**src/rtl/alu_exec_unit.sv**
```systemverilog
// rtl/alu_exec_unit.sv - execute-stage scalar ALU with multi-cycle 4x4 int8 outer-product accumulator
module alu_exec_unit #(
  parameter int XLEN  = 32,
  parameter int ACC_W = 32,
  parameter int TILE  = 4
) (
  input  logic                  clk,
  input  logic                  rstn,
  input  logic                  in_valid,
  output logic                  in_ready,
  input  logic [3:0]            alu_ctrl,
  input  logic [XLEN-1:0]       op_a,
  input  logic [XLEN-1:0]       op_b,
  output logic                  out_valid,
  input  logic                  out_ready,
  output logic [XLEN-1:0]       result,
  output logic                  zero,
  output logic                  illegal,
  input  logic                  acc_clr,
  input  logic [1:0]            acc_rd_row,
  output logic [TILE*ACC_W-1:0] acc_rd_data
);

  // Operation codes shared with the decode-side ALU control
  localparam logic [3:0] OP_ADD   = 4'd0;
  localparam logic [3:0] OP_SUB   = 4'd1;
  localparam logic [3:0] OP_SLL   = 4'd2;
  localparam logic [3:0] OP_SLT   = 4'd3;
  localparam logic [3:0] OP_SLTU  = 4'd4;
  localparam logic [3:0] OP_XOR   = 4'd5;
  localparam logic [3:0] OP_SRL   = 4'd6;
  localparam logic [3:0] OP_SRA   = 4'd7;
  localparam logic [3:0] OP_OR    = 4'd8;
  localparam logic [3:0] OP_AND   = 4'd9;
  localparam logic [3:0] OP_NOTEQ = 4'd10;
  localparam logic [3:0] OP_SGE   = 4'd11;
  localparam logic [3:0] OP_SGEU  = 4'd12;
  localparam logic [3:0] OP_JUMP  = 4'd13;
  localparam logic [3:0] OP_MOPA  = 4'd14;

  localparam logic [1:0] S_IDLE = 2'd0;
  localparam logic [1:0] S_BUSY = 2'd1;
  localparam logic [1:0] S_DONE = 2'd2;

  logic [1:0]       state_q, state_d;
  logic [1:0]       row_q, row_d;
  logic             out_valid_q, out_valid_d;
  logic [XLEN-1:0]  result_q, result_d;
  logic             zero_q, zero_d;
  logic             illegal_q, illegal_d;
  logic [XLEN-1:0]  a_lat_q, a_lat_d;
  logic [XLEN-1:0]  b_lat_q, b_lat_d;
  logic [ACC_W-1:0] acc_q [TILE][TILE];
  logic [ACC_W-1:0] acc_d [TILE][TILE];

  logic             accept;
  logic [XLEN-1:0]  scalar_res;
  logic             scalar_ill;
  logic [4:0]       shamt;
  logic signed [7:0]  a_lane, b_lane;
  logic signed [15:0] prod;

  assign in_ready  = (state_q == S_IDLE) && !acc_clr && (!out_valid_q || out_ready);
  assign accept    = in_valid && in_ready;
  assign out_valid = out_valid_q;
  assign result    = result_q;
  assign zero      = zero_q;
  assign illegal   = illegal_q;
  assign shamt     = op_b[4:0];

  // Single-cycle scalar datapath; unknown codes produce 0 and flag illegal
  always_comb begin
    scalar_res = '0;
    scalar_ill = 1'b0;
    case (alu_ctrl)
      OP_ADD:   scalar_res = op_a + op_b;
      OP_SUB:   scalar_res = op_a - op_b;
      OP_SLL:   scalar_res = op_a << shamt;
      OP_SLT:   scalar_res = {{(XLEN-1){1'b0}}, $signed(op_a) < $signed(op_b)};
      OP_SLTU:  scalar_res = {{(XLEN-1){1'b0}}, op_a < op_b};
      OP_XOR:   scalar_res = op_a ^ op_b;
      OP_SRL:   scalar_res = op_a >> shamt;
      OP_SRA:   scalar_res = XLEN'($signed(op_a) >>> shamt);
      OP_OR:    scalar_res = op_a | op_b;
      OP_AND:   scalar_res = op_a & op_b;
      OP_NOTEQ: scalar_res = {{(XLEN-1){1'b0}}, op_a != op_b};
      OP_SGE:   scalar_res = {{(XLEN-1){1'b0}}, $signed(op_a) >= $signed(op_b)};
      OP_SGEU:  scalar_res = {{(XLEN-1){1'b0}}, op_a >= op_b};
      OP_JUMP:  scalar_res = op_a + XLEN'(4);
      default:  scalar_ill = 1'b1;
    endcase
  end

  // Next-state: handshake/FSM control plus accumulator clear and row update
  always_comb begin
    state_d     = state_q;
    row_d       = row_q;
    out_valid_d = out_valid_q;
    result_d    = result_q;
    zero_d      = zero_q;
    illegal_d   = illegal_q;
    a_lat_d     = a_lat_q;
    b_lat_d     = b_lat_q;
    acc_d       = acc_q;
    a_lane      = '0;
    b_lane      = '0;
    prod        = '0;

    // Clear first so a row being updated this edge starts from zero
    if (acc_clr) begin
      for (int r = 0; r < TILE; r++) begin
        for (int j = 0; j < TILE; j++) begin
          acc_d[r][j] = '0;
        end
      end
    end

    case (state_q)
      S_IDLE: begin
        if (out_valid_q && out_ready) begin
          out_valid_d = 1'b0;
        end
        if (accept) begin
          if (alu_ctrl == OP_MOPA) begin
            a_lat_d = op_a;
            b_lat_d = op_b;
            row_d   = '0;
            state_d = S_BUSY;
          end else begin
            out_valid_d = 1'b1;
            result_d    = scalar_res;
            zero_d      = (scalar_res == '0);
            illegal_d   = scalar_ill;
          end
        end
      end
      S_BUSY: begin
        a_lane = a_lat_q[8*row_q +: 8];
        for (int j = 0; j < TILE; j++) begin
          b_lane = b_lat_q[8*j +: 8];
          prod   = a_lane * b_lane;
          acc_d[row_q][j] = acc_d[row_q][j] + {{(ACC_W-16){prod[15]}}, prod};
        end
        row_d = row_q + 2'd1;
        if (row_q == 2'd3) begin
          state_d = S_DONE;
        end
      end
      S_DONE: begin
        // First DONE cycle raises the completion token, then wait for the consumer
        if (!out_valid_q) begin
          out_valid_d = 1'b1;
          result_d    = '0;
          zero_d      = 1'b1;
          illegal_d   = 1'b0;
        end else if (out_ready) begin
          out_valid_d = 1'b0;
          state_d     = S_IDLE;
        end
      end
      default: state_d = S_IDLE;
    endcase
  end

  // State registers; reset abandons any in-flight MOPA
  always_ff @(posedge clk or negedge rstn) begin
    if (!rstn) begin
      state_q     <= S_IDLE;
      row_q       <= '0;
      out_valid_q <= 1'b0;
      result_q    <= '0;
      zero_q      <= 1'b0;
      illegal_q   <= 1'b0;
      a_lat_q     <= '0;
      b_lat_q     <= '0;
      for (int r = 0; r < TILE; r++) begin
        for (int j = 0; j < TILE; j++) begin
          acc_q[r][j] <= '0;
        end
      end
    end else begin
      state_q     <= state_d;
      row_q       <= row_d;
      out_valid_q <= out_valid_d;
      result_q    <= result_d;
      zero_q      <= zero_d;
      illegal_q   <= illegal_d;
      a_lat_q     <= a_lat_d;
      b_lat_q     <= b_lat_d;
      acc_q       <= acc_d;
    end
  end

  // Combinational row read of the accumulator tile
  always_comb begin
    acc_rd_data = '0;
    for (int j = 0; j < TILE; j++) begin
      acc_rd_data[ACC_W*j +: ACC_W] = acc_q[acc_rd_row][j];
    end
  end

endmodule

```
**config.mk**
```make
export PLATFORM = sky130hd
export DESIGN_NAME = alu_exec_unit
export DESIGN_NICKNAME = d
export VERILOG_FILES = /design/src/rtl/alu_exec_unit.sv
export SDC_FILE = /design/constraint.sdc
export NUM_CORES = 2
export LEC_CHECK = 0
export ABC_AREA = 1
export CORE_UTILIZATION = 50
export CTS_BUF_LIST = sky130_fd_sc_hd__clkbuf_16
export DETAILED_ROUTE_END_ITERATION = 12
export MAX_ROUTING_LAYER = met4
export PLACE_DENSITY = 0.67
export SYNTH_ARGS = -nofsm -noshare
export SYNTH_HDL_FRONTEND = slang
export SYNTH_SLANG_ARGS = --single-unit
```
**constraint.sdc**
```tcl
create_clock -name clk -period 16.7 [get_ports clk]
set_input_delay 5.01 -clock clk [delete_from_list [all_inputs] [get_ports clk]]
set_output_delay 5.01 -clock clk [all_outputs]
set_load 0.005 [all_outputs]
```
==> run metrics <==
Area Growth Syn to Fin 9.185%; Synth async-reset ratio 100.0%; GRT Total Usage 41.70%; die width 353.6 um; WL per Instance between 20 and 25 um; Cells after Synth between 9,000 and 10,000; Slew HR roughly a fifth; clock sinks about 620; Hold Crit Class reg -> reg; first-pass GRT wire length between 300 and 400 mm; Synth area leaders dfrtp_1 25%, nand2_1 17%, inv_1 8.5%; endpoints failing setup 0; Final ANT Viol Nets 0; clk_lat worst skew roughly 700 ps; initial antenna violation count 9; DPL Wire Length between 150 and 200 mm; Startpoint Class input port; Initial Util approximately 50%; hold_buf cts 0; Total Neg Setup Slack 0 ps; depth of the CTS H-tree 3; post-CTS setup buffer count 0; crit path kind in -> out; die extent in y 353.6 um; HP Start b_lat_q[1]; largest net degree at the start of global routing roughly 180; final WL 258.2 mm; Mapped Area 61,820 um^2; Synth Warn # 0; Worst-path clk slew roughly 60 ps; Remaining Overflow, GRT 0; Detailed Route Iter0 Violations a little under 8,000; ratio of cells with drive above 1 in the final layout ~3.6%; fmax about 76 MHz; vias in the first global route just over 60,000; Worst EP arrival approximately 8200 ps; worst-margin pin slew roughly 1200 ps; minimum clock period around 13,000 ps; die area around 130,000 um^2; reg2reg start row_q[0]; final count of hold timing violations 0; drt via density approximately 5.8; Setup Skew between 50 and 60 ps; Final nets between 10,000 and 15,000; post-synthesis sequential area ratio between 20 and 25%; Seq cells post-synth ~620; CP bufs+invs 4; crit-path cells buf_4, inv_4, buf_4, o21ai_0, o22ai_1, clkdlybuf4s50_1; DP Cell Count approximately 11,000; Worst Path Required 11,690 ps; Synthesized Nets just over 10,000; critical path launch point acc_rd_row[1]; Critical Path Slowest Stage Cell buf_4; I/O Buffers about 240; cts bufs inserted 77; RSZ-0062 raised after global routing no; Avg Cell Area, Syn 6.373 um^2; fin crit share between 70 and 80%; Yosys top cell by area dfrtp_1; clock tree buffer depth 3; hold_ws 483.6 ps; clk root buf clkbuf_16; most used cell, CP buf_4; Worst setup EP type primary output; CTS resizes 0; status completed; most common cell in the netlist nand2_1; # Max-Cap Violations 0; total vias in the final route 66,140; Yosys top cell area share about a quarter; Final GP Congestion around 1.1; synth cell count leaders 2,809 x nand2_1, 1,404 x inv_1, 905 x nand3_1, 894 x o21ai_0, 854 x nor2_1; max-slew violation count 0; Post-synth EDFFs 0; Core Box Area 122,200 um^2; top_reg_cell synth dfrtp_1; Yosys cell types 65; CP max FO 87; 1st-pass router iterations 6; post-route insts no fill ~11,000; delay-heaviest family, CP buffers and inverters; row count around 130; io pins ~240; Slowest Stage Delay on Critical Path around 800 ps; CTS tree done; Post-route DRC 0
[cell usage in the layout (no fill, tap or decap), drive strengths merged, types with 51 or more instances in the layout]
master / Yosys / final
a21oi: 380 / 380
nor3: 57 / 57
xnor2: 51 / 51
nand3: 914 / 914
a32o: 64 / 64
xor2: 91 / 91
inv: 1425 / 1444
ha: 322 / 322
fa: 226 / 226
nand4: 66 / 66
o21ai: 926 / 926
dfrtp: 615 / 615
nor2: 872 / 872
nand2: 2860 / 2860
clkbuf: 320 / 80
o22ai: 162 / 162
buf: 171 / 95
clkdlybuf4s50: 0 / 232
[stage by stage]
step | utilization (%) | setup slack, ps | cell area (um^2)
6_report | 55.23 | 3544 | 67490
3_3_place_gp | 53.16 | 3772 | 64960
5_1_grt | 55.23 | 3535 | 67490
2_1_floorplan | - | 5818 | 61820
4_1_cts | 55.21 | 3672 | 67470
3_5_place_dp | 53.16 | 3690 | 64960
[logic make-up (layout without fill, tap and decap cells)]
family / count (synthesis) / after routing / synth area share, %
AO/OA/AOI/OAI: 1655 / 1655 / 14.84
XOR/XNOR: 142 / 142 / 2.091
buffers and inverters: 1921 / 1894 / 12.01
AND/OR/NAND/NOR: 4819 / 4819 / 32.33
adder cells (fa/ha/maj): 548 / 548 / 13.84
flip-flops: 615 / 615 / 24.90
other: 0 / 9 / 0
[tightest hold or removal path, stage by stage (launching register included)]
cell and delay, ps:
dfrtp_1 340, nand2_1 50, o21ai_0 60
[layout make-up]
type | count | area, um^2
Antenna cell | 9 | 22.52
Clock buffer | 79 | 1977
Clock inverter | 57 | 531.8
Fill cell | 12130 | 54700
Inverter | 1430 | 5398
Multi-Input combinational cell | 7164 | 39050
Sequential cell | 615 | 15400
Tap cell | 1625 | 2033
Timing Repair Buffer | 328 | 3087
[flip-flops by register name, indices dropped and copies added (netlist names)]
signal,cells
acc_q,512
a_lat_q,32
b_lat_q,32
result,32
row_q,2
state_q,2
illegal,1
out_valid,1
zero,1
[path summary, 6_finish.rpt]
path	end	slack, ps	cells after the start
setup reg to reg	acc_q[119]	7130	38
max in group asynchronous	row_q[1]	9870	3
hold / removal	b_lat_q[1]	480	2
hold reg to reg	b_lat_q[1]	480	2
setup / recovery	acc_rd_data[22]	3540	6
min in group asynchronous	acc_q[294]	4330	1
[routing by layer]
layer	part of all wire, %	global-route usage (%)	vias to the layer above
met3	8.5	6.062	653
met4	7.2	25.85	0
li1	-	-	30780
met5	0	-	-
met1	39	51.19	31320
met2	45	64.67	3387
Power is left out: the tool's default activity adds up to more than one toggle a clock period on the data nets, which glitch-free logic cannot reach.
